### config.mk
export PLATFORM = sky130hd
export DESIGN_NAME = jt51_slot_ctrl
export DESIGN_NICKNAME = d
export VERILOG_FILES = /design/src/rtl/jt51_slot_pkg.sv /design/src/rtl/jt51_slot_cnt.sv /design/src/rtl/jt51_slot_ctrl.sv
export SDC_FILE = /design/constraint.sdc
export NUM_CORES = 1
export LEC_CHECK = 0
export ABC_AREA = 0
export CAP_MARGIN = 20
export CORE_MARGIN = 4
export CORE_UTILIZATION = 41
export DETAILED_ROUTE_END_ITERATION = 16
export PLACE_DENSITY = 0.77
export SLEW_MARGIN = 20
export SYNTH_ARGS = -nofsm -noshare
export SYNTH_HDL_FRONTEND = slang
export SYNTH_SLANG_ARGS = --single-unit
### constraint.sdc
create_clock -name clk -period 1.7 [get_ports clk]
set_input_delay 0.17 -clock clk [delete_from_list [all_inputs] [get_ports clk]]
set_output_delay 0.17 -clock clk [all_outputs]
set_load 0.03 [all_outputs]
### src/rtl/jt51_slot_pkg.sv
// rtl/jt51_slot_pkg.sv - shared constants and state encoding for the slot controller
package jt51_slot_pkg;

  localparam int STAGES = 32;
  localparam int SLOT_W = 5;

  localparam int CH_LSB = 0;
  localparam int CH_MSB = 2;
  localparam int OP_LSB = 3;
  localparam int OP_MSB = 4;

  typedef enum logic {
    ST_IDLE = 1'b0,
    ST_PEND = 1'b1
  } state_t;

endpackage

### src/rtl/jt51_slot_cnt.sv
// rtl/jt51_slot_cnt.sv - free-running slot counter with operator/channel decode
module jt51_slot_cnt
  import jt51_slot_pkg::*;
(
  input  logic              clk,
  input  logic              rst,
  input  logic              cen,
  output logic [SLOT_W-1:0] slot,
  output logic [2:0]        ch,
  output logic [1:0]        op,
  output logic              zero
);

  logic [SLOT_W-1:0] cnt;

  // Five bits wrap 31 -> 0 on their own, matching the 32-deep ring.
  always_ff @(posedge clk or posedge rst) begin
    if (rst) begin
      cnt <= '0;
    end else if (cen) begin
      cnt <= cnt + SLOT_W'(1);
    end
  end

  assign slot = cnt;
  assign ch   = cnt[CH_MSB:CH_LSB];
  assign op   = cnt[OP_MSB:OP_LSB];
  assign zero = (cnt == '0);

endmodule

### src/rtl/jt51_slot_ctrl.sv
// rtl/jt51_slot_ctrl.sv - single-entry write port into an external recirculating slot ring
module jt51_slot_ctrl
  import jt51_slot_pkg::*;
#(
  parameter int W      = 5,
  parameter int STAGES = 32
) (
  input  logic              clk,
  input  logic              rst,
  input  logic              cen,
  input  logic              wr_valid,
  input  logic [SLOT_W-1:0] wr_slot,
  input  logic [W-1:0]      wr_data,
  output logic              wr_ready,
  output logic              wr_done,
  input  logic [W-1:0]      sh_drop,
  output logic [W-1:0]      sh_din,
  output logic [SLOT_W-1:0] slot,
  output logic [2:0]        ch,
  output logic [1:0]        op,
  output logic              zero
);

  generate
    if (STAGES != jt51_slot_pkg::STAGES) begin : g_bad_stages
      $error("jt51_slot_ctrl: only a 32-slot ring is supported");
    end
  endgenerate

  state_t            state;
  logic [SLOT_W-1:0] lat_slot;
  logic [W-1:0]      lat_data;
  logic              match;
  logic              commit;

  jt51_slot_cnt u_cnt (
    .clk  (clk),
    .rst  (rst),
    .cen  (cen),
    .slot (slot),
    .ch   (ch),
    .op   (op),
    .zero (zero)
  );

  assign match  = (state == ST_PEND) && (lat_slot == slot);
  assign commit = match && cen;

  // The pending value is only written on a cen edge; any other cycle keeps recirculating.
  assign sh_din = match ? lat_data : sh_drop;

  always_ff @(posedge clk or posedge rst) begin
    if (rst) begin
      state    <= ST_IDLE;
      lat_slot <= '0;
      lat_data <= '0;
      wr_ready <= 1'b1;
      wr_done  <= 1'b0;
    end else begin
      wr_done <= 1'b0;
      case (state)
        ST_IDLE: begin
          if (wr_valid) begin
            lat_slot <= wr_slot;
            lat_data <= wr_data;
            wr_ready <= 1'b0;
            state    <= ST_PEND;
          end
        end
        ST_PEND: begin
          if (commit) begin
            wr_ready <= 1'b1;
            wr_done  <= 1'b1;
            state    <= ST_IDLE;
          end
        end
      endcase
    end
  end

endmodule

# Word level (Yosys, flattened, before mapping)
# Cells that the tools add are included.
# totals
n_memories	0
elab_cells	25
mem_bits_ro	0
latch_bits	0
input_bits	19
register_bits	18
ramBits	0
out_inout_bits	18
# classes
addsub	1
mux	9
n_lt_le_gt_ge	0
div	0
shift	0
multipliers	0
n_bitwise	1
n_eq_ne	3
reduce_logical	5
# ops
op	n
$mux 1	6
$add 5x1->5 const B	1
$eq 5x5->1	1
$logic_not 5->1	1
$mux 5	1
$pmux 1 s2	2
$reduce_and 2->1	2
$logic_and 1x1->1	2
$ne 2x1->1 const B	1
$ne 2x2->1 const B	1
$not 1->1	1

# Depth between registers and ports, before layout
# Gate-level depths: netlist of the first run.
# depth
word_depth	5
ltp_mapped	5
depth_no_buf	4

# Modules after synthesis
# A second synthesis of the first run with hierarchy kept.
# unflattened
hier_cells	68
hier_area_um2	873.3
# by_module_without_submodules
module	n_inst	cells_per_inst	area_each_um2
jt51_slot_ctrl	1	43	605.6
jt51_slot_cnt	1	25	267.8

# Worst setup path after synthesis of the first run
# OpenSTA, ideal clock, no wires.
# synth_path
kind	register to output
startpoint	register u_cnt.cnt[0], in the netlist u_cnt.slot[0]
endpoint	output port zero
arrival_time_ns	1.781
stages_incl_launch_ff	4
setup_slack_ns	-0.251
t_required_ns	1.530
path_cell_list	dfrtp_1 > inv_1 > ha_1 > nor4b_1
# synth_between
elab_chain_len	1
# synth_lines
element	line_no	source
start: declaration	jt51_slot_cnt.sv:14	logic [SLOT_W-1:0] cnt;
start signal: assignment	jt51_slot_cnt.sv:21	cnt <= cnt + SLOT_W'(1);
$logic_not 5->1	jt51_slot_cnt.sv:28	assign zero = (cnt == '0);
end: declaration	jt51_slot_ctrl.sv:21	output logic zero
# No other way between the ends.

# Final worst setup path of the first run
# layout_path
startpoint	register u_cnt.cnt[0], in the netlist u_cnt.slot[0]
endpoint	output port sh_din[2]
# layout_between
elab_chain_len	3
# layout_lines
element	line_no	source
$eq 5x5->1	jt51_slot_ctrl.sv:46	assign match = (state == ST_PEND) && (lat_slot == slot);
$logic_and 1x1->1	jt51_slot_ctrl.sv:46	
$mux 5	jt51_slot_ctrl.sv:50	assign sh_din = match ? lat_data : sh_drop;
end: declaration	jt51_slot_ctrl.sv:17	output logic [W-1:0] sh_din,
# No other way between the ends.

==> results of run 1 <==
[timing repair]
action,CTS,global route
pin swaps,2,0
setup buffers,1,0
resized for setup,35,13
endpoints found under the setup margin,5,13
[cell families (layout without fill, tap and decap cells)]
logic type / Yosys count / after routing / synth area share [%]
adders and majority gates: 2 / 2 / 2.79
muxes: 15 / 15 / 20.9
and+or+nand+nor: 10 / 10 / 6.56
buffers and inverters: 12 / 55 / 8.09
DFF: 18 / 18 / 50.3
xor gates and xnor gates: 9 / 9 / 8.79
AOI/OAI and AO/OA: 3 / 3 / 2.51
[path summary, 6_finish.rpt]
| check | start | endpoint | cells past startpoint |
|---|---|---|---|
| worst max-delay path | u_cnt.slot[0] | sh_din[2] | 6 |
| worst min-delay path | rst | state | 3 |
| worst max register to register | u_cnt.slot[0] | wr_done | 6 |
| worst min register to register | lat_data[0] | lat_data[0] | 1 |
| max in group asynchronous | rst | wr_ready | 3 |
| min in group clk | wr_valid | state | 3 |
[area by class of cell]
type	instances	area share (%)
clock buffer	4	2.56
inverter	4	1.06
sequential	18	32.2
tap	27	2.38
timing repair buffer	47	34.2
multi-input combinational	39	27.5
[cells in the final DEF (no fill, tap or decap), types with 2 or more instances in the layout]
cell,n
dfrtp_2,4
dlymetal6s2s_1,9
nand4_1,2
dfrtp_1,13
buf_6,6
mux2_4,5
clkbuf_4,3
nand2_1,2
mux2_2,10
xor2_1,5
buf_4,10
xnor2_1,4
inv_1,3
clkdlybuf4s50_1,21
[where the power goes]
group / internal (mW) / total [mW] / switching, mW
combinational: 0.778 / 1.54 / 0.760
sequential: 0.648 / 0.773 / 0.124
clock: 0.130 / 0.261 / 0.131
[registers in the layout, summed over array words and instances, names as in the netlist]
signal      cells
lat_data        5
lat_slot        5
u_cnt.slot      5
state           1
wr_done         1
wr_ready        1
[metrics by stage]
step           power [mW]  setup TNS (ns)  hold WS [ns]  cell area (µm²)  utilization (%)
2_1_floorplan        1.75          -0.124         0.108              908                -
3_3_place_gp         2.25           -2.53         0.491             1330             65.8
3_5_place_dp         2.29           -2.61         0.503             1330             65.8
4_1_cts              2.59           -2.02         0.179             1380             68.3
5_1_grt              2.72           -2.37         0.190             1420             70.1
6_report             2.57           -1.95         0.172             1420             70.1
[worst register-to-register path, delay by kind of cell (launching register included)]
| family | cells | cell delay [ns] |
|---|---|---|
| buffers and inverters | 2 | 0.25 |
| and+or+nand+nor | 3 | 0.64 |
| DFF | 1 | 0.42 |
| xor gates and xnor gates | 1 | 0.17 |
[layer usage]
metal / part of all wire, % / global-route usage, %
met3: 5.7 / 2.18
met4: 2.7 / 8.71
met5: 0 / 0
met1: 40 / 16.2
met2: 52 / 25.0
==> results by group, run 1 <==
Setup path
  – Slowest CP cell: dfrtp_2
  – Critical path cell sequence: xor2_1 > nor4_1 > and3_1 > buf_12 > mux2_4 > buf_6
  – CP arrival: 1.92 ns
  – Register-to-register path setup slack: 0.17 ns
  – Critical path buffers and inverters: 2
  – Max incr delay on CP: 0.42 ns
  – Worst Path Max Fanout: 7
  – Critical path endpoint category: output pin
  – Startpoint types: flip-flop
  – Worst path required time: 1.53 ns
  – WS Path Type: flip-flop to output pin
  – CP delay by family, top: simple AND/OR/NAND/NOR gates

Cells and area
  – Fin nets: 134
  – Area Growth Syn to Fin: 58.0%
  – Filler Cell Count: 144
  – Diode count: 0
  – Register area: 457 µm²
  – Multi-input logic area: 390 µm²
  – Fraction of layout cells with a size suffix above 1: 41.1%
  – Fin cells: 139

Global route
  – Total grt overflow: 0
  – Initial antenna violation count: 0
  – First-pass GRT wire length: 3.04 mm
  – Largest net degree at the start of global routing: 19
  – Number of global-route vias before repair: 703
  – Total global-route track usage: 14.3%

Logic synthesis
  – Ys async rst share: 100%
  – Sequential area share after synthesis: 50.3%
  – Post-synth EDFFs: 0
  – Yosys top cell by area: dfrtp_1
  – Synth top area cells: dfrtp_1 47%, mux2_2 13%, mux2_4 8.4%
  – Syn Area/Cell: 13.0 µm²
  – Synthesized area: 897 µm²
  – Top cell type's share of synthesized area: 47.4%
  – Seq cells post-synth: 18
  – Main synth FF type: dfrtp_1
  – Yosys warns: 0
  – Post-Syn Nets: 90
  – Most frequent cell after synthesis: dfrtp_1
  – Synth unique cells: 23
  – Synth Instances: 69
  – Most frequent cells after synthesis: 17 x dfrtp_1, 10 x mux2_2, 5 x buf_4, 5 x mux2_4, 5 x xor2_1

Detailed routing
  – Vias per cell: 4.72
  – Vias: 656
  – Remaining DRCs: 0
  – Post-Route WL: 1.88 mm
  – Drt wl/cell: 13.5 µm
  – DRT iter0 DRCs: 3
  – Antenna Nets Post-Route: 0
  – Initial DRT Pass Iterations: 3

Placement
  – Final HPWL from detailed placement: 1.48 mm
  – Cells after DPL: 134
  – GPL Wtd Cong: 0.689
  – IO Port Bufs: 36
  – DP Worst Slack: -0.527 ns

Floorplanning
  – Io pins: 37
  – Die Footprint: 3000 µm²
  – Core Region: 2020 µm²
  – Initial core utilization: 44.4%
  – Die span in y: 54.8 µm
  – FP Rows: 16
  – Die W: 54.8 µm

Clocking
  – CTS sink cnt: 18
  – Reg clk slew, reported paths: 0.10 ns
  – Post-CTS Hold Buffers: 0
  – H-tree levels: 1
  – Clock tree from TritonCTS: done
  – Worst skew pair latency: 0.29 ns
  – CTS Buf Count: 3
  – Clock tree root driver cell: clkbuf_4
  – Max Root-Sink Buffers: 2

Pwr
  – Worst IR Drop VDD: 1.09 mV
  – Leakage Power: 0.706 nW
  – PD cells: 1810 nW/µm²

Timing
  – Max_slew headroom: 76.4%
  – Hold Vio Cnt, Final: 0
  – Actual slew at the worst max-slew pin: 0.353 ns
  – Number of setup violations in the final report: 5
  – Final slew viol count: 0
  – Clk_skew: 0.00471 ns
  – Fin crit share: 123%
  – Fmax: 0.478 GHz
  – Fin worst setup slack: -0.393 ns
  – Final critical-path required period: 2.09 ns
  – RSZ-0062 raised after global routing: yes

Status
  – Failing checks: setup timing
  – Status: finished with violations

Job
  – Max-cap violations: 0

Hold path
  – Worst hold path type: input pin to asynchronous set/reset pin
Note: power is estimated with default switching activity, not from simulation.
==> run 2: changes to the inputs <==
--- a/config.mk
+++ b/config.mk
@@ -9,6 +9,7 @@
 export CAP_MARGIN = 20
 export CORE_MARGIN = 4
 export CORE_UTILIZATION = 41
+export CTS_CLUSTER_SIZE = 16
 export DETAILED_ROUTE_END_ITERATION = 16
 export PLACE_DENSITY = 0.77
 export SLEW_MARGIN = 20
==> results of run 2 <==
Final layout, timing and power as in run 1 (identical DEF).
==> run 3: changes to the inputs <==
--- a/config.mk
+++ b/config.mk
@@ -12,6 +12,7 @@
 export CTS_CLUSTER_SIZE = 16
 export DETAILED_ROUTE_END_ITERATION = 16
 export PLACE_DENSITY = 0.77
+export SKIP_CTS_REPAIR_TIMING = 1
 export SLEW_MARGIN = 20
 export SYNTH_ARGS = -nofsm -noshare
 export SYNTH_HDL_FRONTEND = slang
==> constraint.sdc (replaced) <==
create_clock -name clk -period 1.7 [get_ports clk]
set_input_delay 0.34 -clock clk [delete_from_list [all_inputs] [get_ports clk]]
set_output_delay 0.34 -clock clk [all_outputs]
set_load 0.03 [all_outputs]
==> results by group, run 3 (synthesis gave the netlist of run 1 again) <==
Status
  – Status: finished with violations
  – Failing checks: setup timing

Pwr
  – Leakage Power: 0.721 nW
  – PD cells: 1810 nW/µm²
  – Total power: 2.56 mW
  – Worst IR Drop VDD: 1.06 mV

Global route
  – Total grt overflow: 0
  – Initial antenna violation count: 0
  – Number of global-route vias before repair: 648
  – Total global-route track usage: 14.4%
  – First-pass GRT wire length: 2.99 mm
  – Largest net degree at the start of global routing: 19

Clocking
  – Clock tree root driver cell: clkbuf_4
  – Worst skew pair latency: 0.29 ns
  – CTS sink cnt: 18
  – CTS Buf Count: 3
  – Reg clk slew, reported paths: 0.11 ns
  – Max Root-Sink Buffers: 2
  – H-tree levels: 1
  – Clock tree from TritonCTS: done

Cells and area
  – Most common library cell in the layout ignoring fill and taps: clkdlybuf4s50_1
  – Fin nets: 133
  – Diode count: 0
  – Fraction of layout cells with a size suffix above 1: 40.5%
  – Area Growth Syn to Fin: 57.7%
  – Most frequent cells in the layout: 19 x clkdlybuf4s50_1, 13 x dfrtp_1, 11 x dlymetal6s2s_1, 10 x mux2_2, 9 x buf_4

Timing
  – Fin crit share: 132%
  – Final slew viol count: 0
  – Hold Vio Cnt, Final: 0
  – Actual slew at the worst max-slew pin: 0.349 ns
  – Fmax: 0.446 GHz
  – Final critical-path required period: 2.24 ns
  – Final setup TNS: -2.81 ns
  – Max_slew headroom: 76.7%
  – RSZ-0062 raised after global routing: yes
  – Number of setup violations in the final report: 6
  – Fin worst setup slack: -0.542 ns
  – Clk_skew: 0.00367 ns

Hold path
  – Worst hold path type: input pin to asynchronous set/reset pin

Placement
  – Final HPWL from detailed placement: 1.52 mm
  – IO Port Bufs: 36
  – GPL Wtd Cong: 0.671

Setup path
  – WS Path Type: flip-flop to output pin
  – Worst Path Max Fanout: 8
  – CP arrival: 1.90 ns
  – Critical path endpoint category: output pin
  – Startpoint types: flip-flop
  – Worst path required time: 1.36 ns
  – Register-to-register path setup slack: 0.30 ns

Floorplanning
  – Die Footprint: 3000 µm²
  – Die W: 54.8 µm
  – FP Rows: 16
  – Die span in y: 54.8 µm
  – Io pins: 37
  – Initial core utilization: 44.4%
  – Core Region: 2020 µm²

Detailed routing
  – Drt wl/cell: 14.2 µm
  – Vias: 645
  – Initial DRT Pass Iterations: 2
  – DRT iter0 DRCs: 4
  – Remaining DRCs: 0
  – Antenna Nets Post-Route: 0
  – Vias per cell: 4.67
  – Post-Route WL: 1.96 mm

Job
  – Max-cap violations: 0
[run 3: cell count changes in the layout (fill, tap and decap cells not counted)]
cell	change
clkdlybuf4s50_1	-2
buf_4	-1
dlymetal6s2s_1	+2
[run 3: final timing paths]
kind / cells past startpoint / start / end
worst max-delay path: 6 / u_cnt.slot[4] / sh_din[1]
worst min-delay path: 3 / rst / lat_slot[0]
worst max register to register: 5 / u_cnt.slot[4] / wr_done
worst min register to register: 1 / lat_data[0] / lat_data[0]
max in group asynchronous: 3 / rst / wr_ready
min in group clk: 1 / lat_data[0] / lat_data[0]
[run 3: layout make-up]
class	count	area, µm²
flip-flops and latches	18	457
clock buffers	4	36.3
repair buffers	46	483
well taps	27	33.8
inverters	4	15.0
multi-input cells	39	390
fillers	144	607
[run 3: power by group]
| group | internal [mW] | total, mW | switching [mW] |
|---|---|---|---|
| registers | 0.648 | 0.771 | 0.123 |
| logic | 0.763 | 1.52 | 0.761 |
| clock network | 0.130 | 0.265 | 0.135 |
[run 3: metrics by stage]
step / cell area, µm² / worst slack [ns] / instances / hold slack (ns) / utilization (%)
2_1_floorplan: 908 / -0.195 / 69 / 0.278 / -
3_3_place_gp: 1330 / -0.680 / 134 / 0.493 / 65.8
3_5_place_dp: 1330 / -0.685 / 134 / 0.503 / 65.8
4_1_cts: 1370 / -1.02 / 138 / 0.353 / 67.6
5_1_grt: 1420 / -0.648 / 138 / 0.365 / 70.0
6_report: 1420 / -0.542 / 138 / 0.357 / 70.0
[run 3: metal layers]
metal	routed length [µm]	global-route usage [%]	up-vias
li1	-	-	313
met1	809	17.9	310
met2	1010	24.0	18
met3	100	1.63	4
met4	39	7.47	0
met5	0	0	-
[run 3: worst max-delay path, cell delays in order (launching register included)]
cell     delay, ns
dfrtp_2       0.43
xor2_1        0.14
nor4_1        0.24
and3_1        0.23
buf_12        0.14
mux2_4        0.30
buf_6         0.14
